<file path="config.mk">
export PLATFORM = sky130hd
export DESIGN_NAME = mux_scan_ctrl
export DESIGN_NICKNAME = d
export VERILOG_FILES = /design/src/rtl/mux_scan_ctrl.sv
export SDC_FILE = /design/constraint.sdc
export NUM_CORES = 1
export LEC_CHECK = 0
export ABC_AREA = 1
export CORE_MARGIN = 2
export CORE_UTILIZATION = 40
export DETAILED_ROUTE_END_ITERATION = 10
export PLACE_DENSITY = 0.65
export SLEW_MARGIN = 20
export SYNTH_ARGS = -nofsm -noshare
export SYNTH_HDL_FRONTEND = slang
export SYNTH_SLANG_ARGS = --single-unit
export TNS_END_PERCENT = 50
</file>
<file path="constraint.sdc">
create_clock -name clk -period 5.2 [get_ports clk]
set_clock_uncertainty 0.1 [all_clocks]
set_input_delay 1.04 -clock clk [delete_from_list [all_inputs] [get_ports clk]]
set_output_delay 1.04 -clock clk [all_outputs]
set_load 0.01 [all_outputs]
</file>
<file path="src/rtl/mux_scan_ctrl.sv">
// -----------------------------------------------------------------------------
// mux_scan_ctrl
//
// Walks the select of an external 256:1 mux across an inclusive index range
// (wrapping through 255 -> 0). Each issued index travels down a MUX_LAT-deep
// valid/index delay line so that mux_out is sampled only when the matching
// select has had time to propagate. Each sample is attributed to its delayed
// index. The block counts the ones seen and records the first index that
// read 1.
//
// Optional feature: define MUX_SCAN_CAPTURE_EN to add cap_bits[255:0]. This
// is a per-index capture of every sampled bit. It is cleared on start and on
// reset, and indices that were not scanned read 0.
//
// Parameters
//   MUX_LAT    select-to-output latency of the mux in clk cycles (0..3)
// Ports
//   clk        sole clock, rising edge
//   rst_n      asynchronous active-low reset
//   start      scan request, honoured only in IDLE and only without abort
//   abort      cancels a scan in SCAN/DRAIN; results keep partial values
//   first_sel  first index to scan, latched on start
//   last_sel   last index to scan (inclusive), latched on start
//   mux_out    1-bit output of the external mux
//   sel        mux select; holds its last value in IDLE
//   busy       high in SCAN and DRAIN
//   done       one-cycle pulse on normal completion
//   ones_cnt   number of sampled ones (0..256)
//   first_hit  first index, in scan order, that sampled 1 (0 if none)
//   cap_bits   captured bits per index (MUX_SCAN_CAPTURE_EN only)
//   hit_valid  first_hit is meaningful
// -----------------------------------------------------------------------------
module mux_scan_ctrl #(
  parameter int unsigned MUX_LAT = 1
) (
  input  logic         clk,
  input  logic         rst_n,
  input  logic         start,
  input  logic         abort,
  input  logic [7:0]   first_sel,
  input  logic [7:0]   last_sel,
  input  logic         mux_out,
  output logic [7:0]   sel,
  output logic         busy,
  output logic         done,
  output logic [8:0]   ones_cnt,
  output logic [7:0]   first_hit,
`ifdef MUX_SCAN_CAPTURE_EN
  output logic [255:0] cap_bits,
`endif
  output logic         hit_valid
);

  typedef enum logic [1:0] {
    ST_IDLE  = 2'd0,
    ST_SCAN  = 2'd1,
    ST_DRAIN = 2'd2,
    ST_DONE  = 2'd3
  } state_t;

  state_t     state_r;
  state_t     state_nx_s;
  logic [7:0] last_r;
  logic       accept_s;
  logic       flush_s;
  logic       issue_s;
  logic       at_last_s;
  logic       samp_v_s;
  logic [7:0] samp_idx_s;
  logic       take_s;
  logic       drain_empty_s;

  assign issue_s   = (state_r == ST_SCAN);
  assign at_last_s = (sel == last_r);
  // A sample landing on the abort edge belongs to the cancelled scan.
  assign take_s    = samp_v_s & ~flush_s;

  generate
    if (MUX_LAT == 32'd0) begin : g_no_delay
      // The mux is combinational: sample in the same cycle sel is driven.
      assign samp_v_s      = issue_s;
      assign samp_idx_s    = sel;
      assign drain_empty_s = 1'b1;
    end else begin : g_delay
      logic [MUX_LAT-1:0]      pipe_v_r;
      logic [MUX_LAT-1:0][7:0] pipe_idx_r;
      // Stage 0 of each line is the index being issued this cycle.
      // The top stage is the entry being sampled.
      logic [MUX_LAT:0]        line_v_s;
      logic [MUX_LAT:0][7:0]   line_idx_s;

      assign line_v_s   = {pipe_v_r, issue_s};
      assign line_idx_s = {pipe_idx_r, sel};
      assign samp_v_s   = line_v_s[MUX_LAT];
      assign samp_idx_s = line_idx_s[MUX_LAT];
      // The line is empty after this edge when nothing sits below the
      // entry that is being sampled now.
      assign drain_empty_s = ~|line_v_s[MUX_LAT-1:0];

      // Valid/index delay line; an abort empties it
      always_ff @(posedge clk or negedge rst_n) begin
        if (!rst_n) begin
          pipe_v_r   <= '0;
          pipe_idx_r <= '0;
        end else if (flush_s) begin
          pipe_v_r   <= '0;
        end else begin
          pipe_v_r   <= line_v_s[MUX_LAT-1:0];
          pipe_idx_r <= line_idx_s[MUX_LAT-1:0];
        end
      end
    end
  endgenerate

  // FSM state register
  always_ff @(posedge clk or negedge rst_n) begin
    if (!rst_n) begin
      state_r <= ST_IDLE;
    end else begin
      state_r <= state_nx_s;
    end
  end

  // Next-state logic, start acceptance and abort flush decode
  always_comb begin
    state_nx_s = state_r;
    accept_s   = 1'b0;
    flush_s    = 1'b0;
    case (state_r)
      ST_IDLE: begin
        if (start && !abort) begin
          accept_s   = 1'b1;
          state_nx_s = ST_SCAN;
        end else begin
          state_nx_s = ST_IDLE;
        end
      end
      ST_SCAN: begin
        if (abort) begin
          flush_s    = 1'b1;
          state_nx_s = ST_IDLE;
        end else if (at_last_s) begin
          // Without a delay line nothing is left to drain after the last issue.
          if (MUX_LAT == 32'd0) begin
            state_nx_s = ST_DONE;
          end else begin
            state_nx_s = ST_DRAIN;
          end
        end else begin
          state_nx_s = ST_SCAN;
        end
      end
      ST_DRAIN: begin
        if (abort) begin
          flush_s    = 1'b1;
          state_nx_s = ST_IDLE;
        end else if (drain_empty_s) begin
          state_nx_s = ST_DONE;
        end else begin
          state_nx_s = ST_DRAIN;
        end
      end
      ST_DONE: begin
        state_nx_s = ST_IDLE;
      end
      default: begin
        state_nx_s = ST_IDLE;
      end
    endcase
  end

  // Registered status flags, decoded from the state being entered
  always_ff @(posedge clk or negedge rst_n) begin
    if (!rst_n) begin
      busy <= 1'b0;
      done <= 1'b0;
    end else begin
      busy <= (state_nx_s == ST_SCAN) || (state_nx_s == ST_DRAIN);
      done <= (state_nx_s == ST_DONE);
    end
  end

  // Select generator: loads first_sel on start, steps until the latched last index
  always_ff @(posedge clk or negedge rst_n) begin
    if (!rst_n) begin
      sel    <= 8'd0;
      last_r <= 8'd0;
    end else if (accept_s) begin
      sel    <= first_sel;
      last_r <= last_sel;
    end else if (issue_s && !abort && !at_last_s) begin
      sel    <= sel + 8'd1;
    end
  end

  // Scan results: cleared on start, updated per accepted sample, held otherwise
  always_ff @(posedge clk or negedge rst_n) begin
    if (!rst_n) begin
      ones_cnt  <= 9'd0;
      first_hit <= 8'd0;
      hit_valid <= 1'b0;
    end else if (accept_s) begin
      ones_cnt  <= 9'd0;
      first_hit <= 8'd0;
      hit_valid <= 1'b0;
    end else if (take_s && mux_out) begin
      ones_cnt <= ones_cnt + 9'd1;
      if (!hit_valid) begin
        first_hit <= samp_idx_s;
        hit_valid <= 1'b1;
      end
    end
  end

`ifdef MUX_SCAN_CAPTURE_EN
  // Per-index capture of every accepted sample
  always_ff @(posedge clk or negedge rst_n) begin
    if (!rst_n) begin
      cap_bits <= 256'd0;
    end else if (accept_s) begin
      cap_bits <= 256'd0;
    end else if (take_s) begin
      cap_bits[samp_idx_s] <= mux_out;
    end
  end
`endif

endmodule
</file>
-- After elaboration in Yosys (flattened, before gate mapping)
Cells that the tools add are included.
W data, S select, Z words.
- mux-type cells: 19
- add/sub/neg operators: 2
- shift-type cells: 0
- magnitude comparators: 0
- reductions and logical operators: 12
- div/mod/pow operators: 0
- bitwise logic cells: 2
- equality and inequality tests: 8
- multipliers: 0
- operators by type and width (kind ; count):
    $mux W8 ; 5
    $mux W9 ; 2
    $add A9 B1 Y9 const B ; 1
    $add A8 B1 Y8 const B ; 1
    $eq A2 B2 Y1 const B ; 4
    $eq A8 B8 Y1 ; 1
    $mux W1 ; 8
    $pmux W2 S4 ; 1
    $mux W2 ; 3
    $eq A2 B1 Y1 const B ; 2
    $logic_and A1 B1 Y1 ; 4
    $reduce_bool A2 Y1 ; 2
    $logic_not A1 Y1 ; 2
    $logic_not A2 Y1 ; 1
    $ne A2 B1 Y1 const B ; 1
    $reduce_and A2 Y1 ; 1
    $reduce_or A2 Y1 ; 1
    $and A1 B1 Y1 ; 1
    $logic_or A1 B1 Y1 ; 1
    $not A1 Y1 ; 1
- output and inout port bits: 28
- input port bits: 21
- bits in registers: 47
- bits in writable memories: 0
- bits in read-only memories: 0
- word-level logic and storage cells: 53
- memories kept: 0
- latch bits: 0

-- Longest topological paths before layout
Gate-level depths: netlist of run 1.
- word-level depth: 8
- gate-level depth with buffers: 12
- depth with buffers taken out: 11

-- Worst setup path before layout of run 1
No wires, ideal clock.
- path kind: input to register
- start point: input port start
- end point: register busy
- setup time: 0.126 ns
- path slack: 3.086 ns
- arrival: 1.888 ns
- data required time: 4.974 ns
- cell stages on the path: 7
- cell sequence: nand2_1 -> nor2_4 -> inv_2 -> buf_6 -> buf_4 -> nand2_1 -> ha_1
- cells in the longest elaborated chain, start to end: 5
- elaborated cells between the ends (all ways): 6
- ends and longest elaborated chain (what ; line ; source):
    from (decl) ; 38 ; input logic start,
    $logic_and A1 B1 Y1 * ; 131 ; if (start && !abort) begin
    $mux W1 * ; 131 ;
    $pmux W2 S4 * ; 129 ; case (state_r)
    $eq A2 B1 Y1 or $eq A2 B2 Y1 (tied branches) ; 178 ; busy <= (state_nx_s == ST_SCAN) || (state_nx_s == ST_DRAIN);
    $logic_or A1 B1 Y1 * ; 178 ;
    to (signal assigned) ; 178 ;
    to (decl) ; 44 ; output logic busy,
Every way passes the cells marked *; elsewhere a longest branch is shown, timed or not.
A chain may end at the register's enable or synchronous reset.

-- Worst setup path after layout of run 1
- start point: input port abort
- end point: register busy
- cells in the longest elaborated chain, start to end: 6
- elaborated cells between the ends (all ways): 9
- ends and longest elaborated chain (what ; line ; source):
    from (decl) ; 39 ; input logic abort,
    $logic_not A1 Y1 ; 131 ;
    $logic_and A1 B1 Y1 ; 131 ;
    $mux W1 ; 131 ;
    $pmux W2 S4 * ; 129 ;
    $eq A2 B1 Y1 or $eq A2 B2 Y1 (tied branches) ; 178 ;
    $logic_or A1 B1 Y1 * ; 178 ;
Marks and branches as above.

==> results of run 1 <==
[per-stage QoR]
step	power [mW]	area (µm²)
2_1_floorplan	0.682	2340
3_3_place_gp	0.809	2850
3_5_place_dp	0.816	2850
4_1_cts	1.04	2940
5_1_grt	1.11	2940
6_report	1.03	2940
[cell type report]
type | instances | area [µm²] | area share
inverters | 40 | 150 | 0.0511
multi-input cells | 187 | 956 | 0.325
well taps | 72 | 90.1 | 0.0307
repair buffers | 48 | 478 | 0.163
flip-flops and latches | 47 | 1180 | 0.400
clock buffers | 6 | 82.6 | 0.0281
clock inverters | 1 | 5.00 | 0.00170
[kinds of logic (layout without fill, tap and decap cells)]
kind of cell	count (synthesis)	in the layout	share of synthesized area
xor gates and xnor gates	6	6	0.0224
buffers and inverters	48	95	0.0893
adders and majority gates	6	6	0.0321
DFF	47	47	0.502
AOI/OAI and AO/OA	41	41	0.0989
and+or+nand+nor	134	134	0.255
[worst max-delay path: stages]
cell	delay [ps]
clkdlybuf4s50_1	550
nor2_4	540
inv_2	380
nand2_1	180
ha_1	240
[metal layers]
metal,part of all wire,track usage,vias to the layer above
li1,-,-,981
met1,0.47,0.230,891
met2,0.46,0.270,56
met3,0.059,0.0404,6
met4,0.010,0.0492,0
met5,0,0,-
[registers in the layout (all words and copies together) (netlist names)]
register and cells:
busy 1, last_r 8, state_r 2, ones_cnt 9
g_delay.pipe_v_r 1, first_hit 8, sel 8, done 1
g_delay.pipe_idx_r 8, hit_valid 1
[power groups by stage]
stage | sequential, mW | clock [mW] | combinational [mW]
CTS | 0.508 | 0.226 | 0.303
global route | 0.520 | 0.243 | 0.343
floorplan | 0.505 | 0 | 0.176
global placement | 0.514 | 0 | 0.295
finish | 0.507 | 0.224 | 0.300
detailed placement | 0.515 | 0 | 0.301
[placed cells by master, fill, tap and decap left out, types with 2 or more instances in the layout]
cell / instances
nand2_1: 90
dfrtp_1: 47
clkdlybuf4s50_1: 47
inv_1: 39
o21ai_0: 18
nor2_1: 16
nand3_1: 16
o22ai_1: 8
a21oi_1: 7
ha_1: 6
clkbuf_8: 6
xnor2_1: 5
nand2_4: 3
nor2_4: 3
nand4_1: 3
o31ai_1: 2
o21ai_1: 2
[worst max-delay path by stage]
stage,startpoint,end,cells past startpoint
3_3_place_gp,abort,busy,5
5_1_grt,abort,first_hit[3],5
2_1_floorplan,start,busy,7
3_5_place_dp,abort,busy,5
4_1_cts,abort,busy,5
6_report,abort,busy,5
==> results.toml, run 1 <==
[floorplanning]
io_pins = 49
die_width_um = 80.5
num_rows = 27
die_h_um = 80.5
coreArea_um2 = 5570
start_util = 0.420
dieArea_um2 = 6480

[logic_synthesis]
seq_area_frac_synth = 0.502
synth.area.top_cells = "dfrtp_1, nand2_1, inv_1, o21ai_0, nand3_1"
ys_ff_latch = 47
syn-num-nets = 309
yosys_most_used_dff = "dfrtp_1"
yosys.cell_types.count = 29
synth_edf_count = 0
yosys.area.top_type_share = 0.502
yosys_warnings = 0
synth_cells = 282
synthArstFlopShare = 1.00
synthesis.area_um2 = 2340
synth.most_common_cell = "nand2_1"
syn_area_per_cell_um2 = 8.30
synth_commonest_cells = "nand2_1, dfrtp_1, inv_1"
yosys.area.top_type = "dfrtp_1"

[detailed_routing]
wl_per_cell_um = 12.5
ant_nets = 0
avgViaCountPerCell = 4.82
routed_wirelength_mm = 5.00
drtIter0Drc = 115
first_pass_iters = 4
via_count = 1934
drc = 0

[clocking]
cts_tree = "yes"
htree_levels = 2
cts_buffers = 5
clk_pin_slew_ps = 80
postCtsSetupBuffers = 0
cts_hold_buf = 0
clk_latency_ps = 300
clockRootBuffer = "clkbuf_8"
clock_sinks = 47
clockBufferDepth = 2
cts_resized = 0

[setup_path]
worstSetupPathType = "in2reg"
cp_max_fo = 29
r2r_end = "busy"
required_ps = 5280
ff2ff_path_depth = 7
rrSetupSlack_ps = 2940
endpoint_kind = "flop"
cp.arrival_ps = 2940
worstReg2RegStart = "state_r[0]"
start_kind = "input pin"

[sta]
rsz0062_at_grt = "no"
hold_viol = 0
tns_ps = 0
setup_viol = 0
maxSlewViolCount = 0
fin_crit_sh = 0.550
setup_ws_ps = 2340
min_period_ps = 2860
whs_ps = 393
fmax_mhz = 350
relSlewSlack = 0.605
tightest_slew_ps = 592

[min_path]
holdPathEnd = "last_r[6]"
hp-class = "reg2reg"
min_path_cells = 2
min-delay-start = "last_r[6]"

[global_route]
groute.usage.overall = 0.170
grt_pass1_vias = 1791
grt_first_pass_wirelength_mm = 8.50
antenna_found_initial = 0
overflow = 0
grt_max_degree = 48

[power]
switchingPower_mw = 0.343
power_density_nw_per_um2 = 351
p_int_mw = 0.687
combPwrFrac = 0.291
power.leakage_nw = 1.39
ir_worst_vdd_v = 0.000150
clkPwrFrac = 0.217
p_sw_frac = 0.333
seqPwrFrac = 0.492

[cells_and_area]
final_nets = 356
diodes = 0
utilization = 0.527
fillCellCount = 545
area_growth_pct = 25.5
drive_gt1_frac = 0.0547
layoutNonFillerInstCount = 401

[placed_design]
routabilityCongestion = 0.771
hpwl_mm = 3.52
pre_cts_ws_ps = 2010
io_buffers = 48
place_inst = 394

[run]
drv_cap = 0

[outcome]
outcome = "completed"
Note: power is estimated with default switching activity, not from simulation.
==> run 2, diff against run 1 <==
--- a/config.mk
+++ b/config.mk
@@ -9,7 +9,7 @@
 export CORE_MARGIN = 2
 export CORE_UTILIZATION = 40
 export DETAILED_ROUTE_END_ITERATION = 10
-export PLACE_DENSITY = 0.65
+export PLACE_DENSITY = 0.68
 export SLEW_MARGIN = 20
 export SYNTH_ARGS = -nofsm -noshare
 export SYNTH_HDL_FRONTEND = slang
==> constraint.sdc (replaced) <==
create_clock -name clk -period 2.4 [get_ports clk]
set_clock_uncertainty 0.1 [all_clocks]
set_input_delay 0.48 -clock clk [delete_from_list [all_inputs] [get_ports clk]]
set_output_delay 0.48 -clock clk [all_outputs]
set_load 0.01 [all_outputs]
==> results.toml, run 2 (synthesized netlist as in run 1, its figures left out) <==
[outcome]
outcome = "completed"

[clocking]
cts_tree = "yes"
clk_pin_slew_ps = 90
clk_latency_ps = 300
htree_levels = 2
cts_buffers = 5
clockBufferDepth = 2
clock_sinks = 47
clockRootBuffer = "clkbuf_8"

[floorplanning]
start_util = 0.420
num_rows = 27
io_pins = 49
dieArea_um2 = 6480
die_width_um = 80.5
die_h_um = 80.5
coreArea_um2 = 5570

[global_route]
antenna_found_initial = 0
overflow = 0
groute.usage.overall = 0.166
grt_max_degree = 27
grt_pass1_vias = 1837
grt_first_pass_wirelength_mm = 8.38

[sta]
rsz0062_at_grt = "no"
tns_ps = 0
min_period_ps = 2010
relSlewSlack = 0.739
setup_viol = 0
fin_crit_sh = 0.838
maxSlewViolCount = 0
fmax_mhz = 497
setup_ws_ps = 388
tightest_slew_ps = 391
hold_viol = 0

[cells_and_area]
layoutNonFillerInstCount = 408
largest_reg_flops = 9
final_nets = 362
final_common_cell = "nand2_1"
drive_gt1_frac = 0.0714
diodes = 0
area_growth_pct = 27.7
mostFrequentLayoutCells = "nand2_1, dfrtp_1, clkdlybuf4s50_1, inv_1, o21ai_0"
stdcell_area_um2 = 2990
largest_register = "ones_cnt"

[power]
seqPwrFrac = 0.489
switchingPower_mw = 0.773
power.leakage_nw = 1.42
clkPwrFrac = 0.217
ir_worst_vdd_v = 0.000318
p_int_mw = 1.48
combPwrFrac = 0.294
power_density_nw_per_um2 = 753
p_total_mw = 2.25
p_sw_frac = 0.343

[setup_path]
start_kind = "flop"
cp_max_fo = 10
cp_slowest_cell = "clkdlybuf4s50_1"
required_ps = 1820
endpoint_kind = "output pin"
max_stage_delay_ps = 600
cp.buffers_inverters = 1
crit_family = "buffers and inverters"
cp_cell_sequence = "clkdlybuf4s50_1"
cp.arrival_ps = 1430
worstSetupPathType = "reg2out"

[detailed_routing]
ant_nets = 0
wl_met3_um = 163
dr_wl_met2_mm = 2.36
avgViaCountPerCell = 4.65
drtIter0Drc = 81
top_layer = "met4"
wirelength_met1_mm = 2.30
via_count = 1899
routed_wirelength_mm = 4.88
first_pass_iters = 4
drc = 0
wl_per_cell_um = 12.0

[placed_design]
hpwl_mm = 3.67
place_inst = 399
pre_cts_ws_ps = 230
placed_area_um2 = 2890
routabilityCongestion = 0.798
io_buffers = 48

[min_path]
hp-class = "reg2reg"

[run]
drv_cap = 0
run 2: changes by cell type in the layout (fill, tap and decap cells not counted), sizes merged:
| cell | change |
|---|---|
| buf | +5 |
| clkbuf | -1 |
| clkinv | +1 |
| clkinvlp | +1 |
| dlygate4sd3 | +1 |
run 2: power by group through the flow:
stage               sequential (mW)  combinational [mW]  clock (mW)
global placement               1.11               0.651           0
floorplan                      1.10               0.382           0
detailed placement             1.12               0.662           0
finish                         1.10               0.662       0.489
CTS                            1.10               0.669       0.498
global route                   1.12               0.768       0.539
run 2: worst paths after layout:
| path | from | to | slack [ps] | depth (start not counted) |
|---|---|---|---|---|
| setup reg to reg | sel[5] | busy | 460 | 11 |
| min in group asynchronous | rst_n | last_r[2] | 530 | 2 |
| setup / recovery | sel[5] | sel[5] | 390 | 1 |
| max in group asynchronous | rst_n | g_delay.pipe_idx_r[0] | 1120 | 3 |
| hold / removal | last_r[2] | last_r[2] | 400 | 2 |
| hold reg to reg | last_r[2] | last_r[2] | 400 | 2 |
run 2: stage by stage:
stage | hold WS (ps) | util
CTS | 407 | 0.536
detailed placement | 328 | 0.518
global route | 435 | 0.536
floorplan | 84.4 | -
global placement | 322 | 0.518
finish | 399 | 0.536
run 2: repair_timing:
action / CTS / global route
hold endpoints to repair: 6 / 0
resized for setup: 0 / 0
hold buffers: 1 / 0
setup buffers: 0 / 0
run 2: layout make-up:
| class | instances | area (µm²) |
|---|---|---|
| timing repair buffer | 54 | 523 |
| tap | 72 | 90.1 |
| multi-input combinational | 187 | 956 |
| clock buffer | 5 | 68.8 |
| clock inverter | 3 | 25.0 |
| inverter | 40 | 150 |
| sequential | 47 | 1180 |
| fill | 532 | 2580 |
run 2: layer usage:
metal / track usage / vias up
met5: 0 / -
met4: 0.0458 / 0
met3: 0.0371 / 5
met2: 0.284 / 34
met1: 0.211 / 864
li1: - / 996
==> patch: new RTL, config.mk and constraints of run 1 <==
Register the input `last_sel` before use. The logic sees it one clock later. The other inputs are not delayed to match.
--- a/src/rtl/mux_scan_ctrl.sv
+++ b/src/rtl/mux_scan_ctrl.sv
@@ -60,2 +60,8 @@
 
+  logic [7:0] last_sel_q;
+
+  always_ff @(posedge clk) begin
+    last_sel_q <= last_sel;
+  end
+
   state_t     state_r;
@@ -189,3 +195,3 @@
       sel    <= first_sel;
-      last_r <= last_sel;
+      last_r <= last_sel_q;
     end else if (issue_s && !abort && !at_last_s) begin
Formal check against the unedited RTL: not equivalent (Yosys sat finds a counterexample within 4 cycles, from zero or initial values and one cycle with rst_n low).
==> patch against run 1 <==
  * First-iteration DRC count shrank 8.7%
  * Sequential cell count grew 8
  * Cell area grew 6.3%
  * Area after synthesis grew 7.4%
  * Setup slack lost 40 ps
  * Clock power grew 14%
  * Global-route usage shrank 1.8 points
  * Wire length shrank 2.2%
  * Non-clock buffer count is the same
  * Total power grew 11%
  * Largest cell class unchanged
  * Highest routed layer unchanged
==> patch: results (changes against run 1) <==
status=finished clean; r2r setup slk=2850 ps (-90 ps); synth warn=0 (unchanged); number of global-route vias before repair=1,884 (+5.2%); XOR/XNOR Fraction of Synth Area=2.787% (+0.54 points); fraction of registers with async set/reset=85.45% (-15 points); Max Used Layer=met4; I/O Buffers=48 (unchanged); via count=1,966 (+1.7%); first-pass GRT wire length=8645 um (+1.7%); Root Driver=clkbuf_8; Seq/Total Area, Yosys=53.16% (+2.9 points); DP HPWL=3436 um (-2.5%); nets@finish=364 (+2.2%); WL met1=2350 um (about the same); worst-margin pin slew=685.8 ps (+93.43 ps); clk buf depth=2 (unchanged); Synth Instances=291 (+3.2%); Synth cell types=30 (+3.4%); Critical Path AT=2990 ps (+50 ps); share of layout cells above drive strength 1=7.396% (+1.9 points); Cells after DPL=405 (+2.8%); clock slew seen by the registers of the worst setup and hold paths=100 ps (+20 ps); Synth Area in Adders=2.987% (-0.22 points); top cells by count, synth=92 x nand2_1, 47 x dfrtp_1, 36 x inv_1; All-Layer GR Usage=15.17% (-1.8 points); Vias per Instance=4.760 (-1.3%); TritonRoute pass-1 iters=4 (unchanged); Mapped Nets=318 (+2.9%); Max VDD drop=197.8 uV (+32%); Iter 0 DRT Violations=105 (-8.7%); Fin Hold WS=326.8 ps (-66.55 ps); Compound-Gate Fraction of Synth Area=7.815% (-2.1 points); DR WL met2=2279 um (-1.1%); top post-synthesis cells by area=dfrtp_1 47%, nand2_1 14%, dfxtp_1 6.4%; leakage=1.480 nW (+6.3%); GPL Wtd Cong=0.7803 (+1.2%); final WL=4895 um (-2.2%); crit path max fanout=32 (+10%)
[patch: cell types whose count changed after synthesis, sizes merged, moves of 2 or more]
cell           run 1  this run
clkbuf             3         1
nand2             93        96
dfxtp              0         8
o31ai              2         0
nor2              19        12
buf                5         8
xor2               1         3
nand3             18        22
[patch: through the flow]
step	setup slack, ps	instance area (um2)
floorplan	3129	2514
global placement	2027	3018
detailed placement	1969	3018
CTS	2303	3122
global route	2095	3124
finish	2300	3124
[patch: worst max-delay path: stages]
cell	delay, ps
clkdlybuf4s50_1	480
inv_2	90
nand3_2	520
inv_2	570
o21ai_0	160
nand2_1	80
nand2_1	50
[patch: layer usage]
| layer | vias to the layer above | global-route usage [%] |
|---|---|---|
| li1 | 1001 | - |
| met1 | 915 | 20.17 |
| met2 | 41 | 24.71 |
| met3 | 9 | 2.584 |
| met4 | 0 | 5.961 |
| met5 | - | 0 |
[patch: final cells by class]
class	instances	area (um2)
Multi-Input combinational cell	188	965.9
Clock inverter	1	7.507
Sequential cell	55	1336
Clock buffer	7	96.34
Timing Repair Buffer	48	478.0
Fill cell	545	2867
Inverter	39	146.4
Tap cell	75	93.84
[patch: kinds of logic after synthesis]
family          after synthesis
compound gates               36
simple gates                138
buf+inv                      48
flops                        55
fa+ha+maj                     6
xor+xnor                      8
[patch: final timing paths]
| path | cells past startpoint | from | end |
|---|---|---|---|
| max | 7 | abort | sel[5] |
| min | 2 | last_sel_q[2] | last_r[2] |
| max reg2reg | 7 | state_r[0] | sel[5] |
| min reg2reg | 2 | last_sel_q[2] | last_r[2] |
| max in group asynchronous | 1 | rst_n | sel[5] |
| min in group asynchronous | 1 | rst_n | done |
[patch: power by group]
group | switching [mW] | leakage (nW) | internal (mW) | total, mW
registers | 0.0803 | 0.685 | 0.500 | 0.580
logic | 0.153 | 0.745 | 0.159 | 0.312
clock network | 0.135 | 0.0505 | 0.121 | 0.256
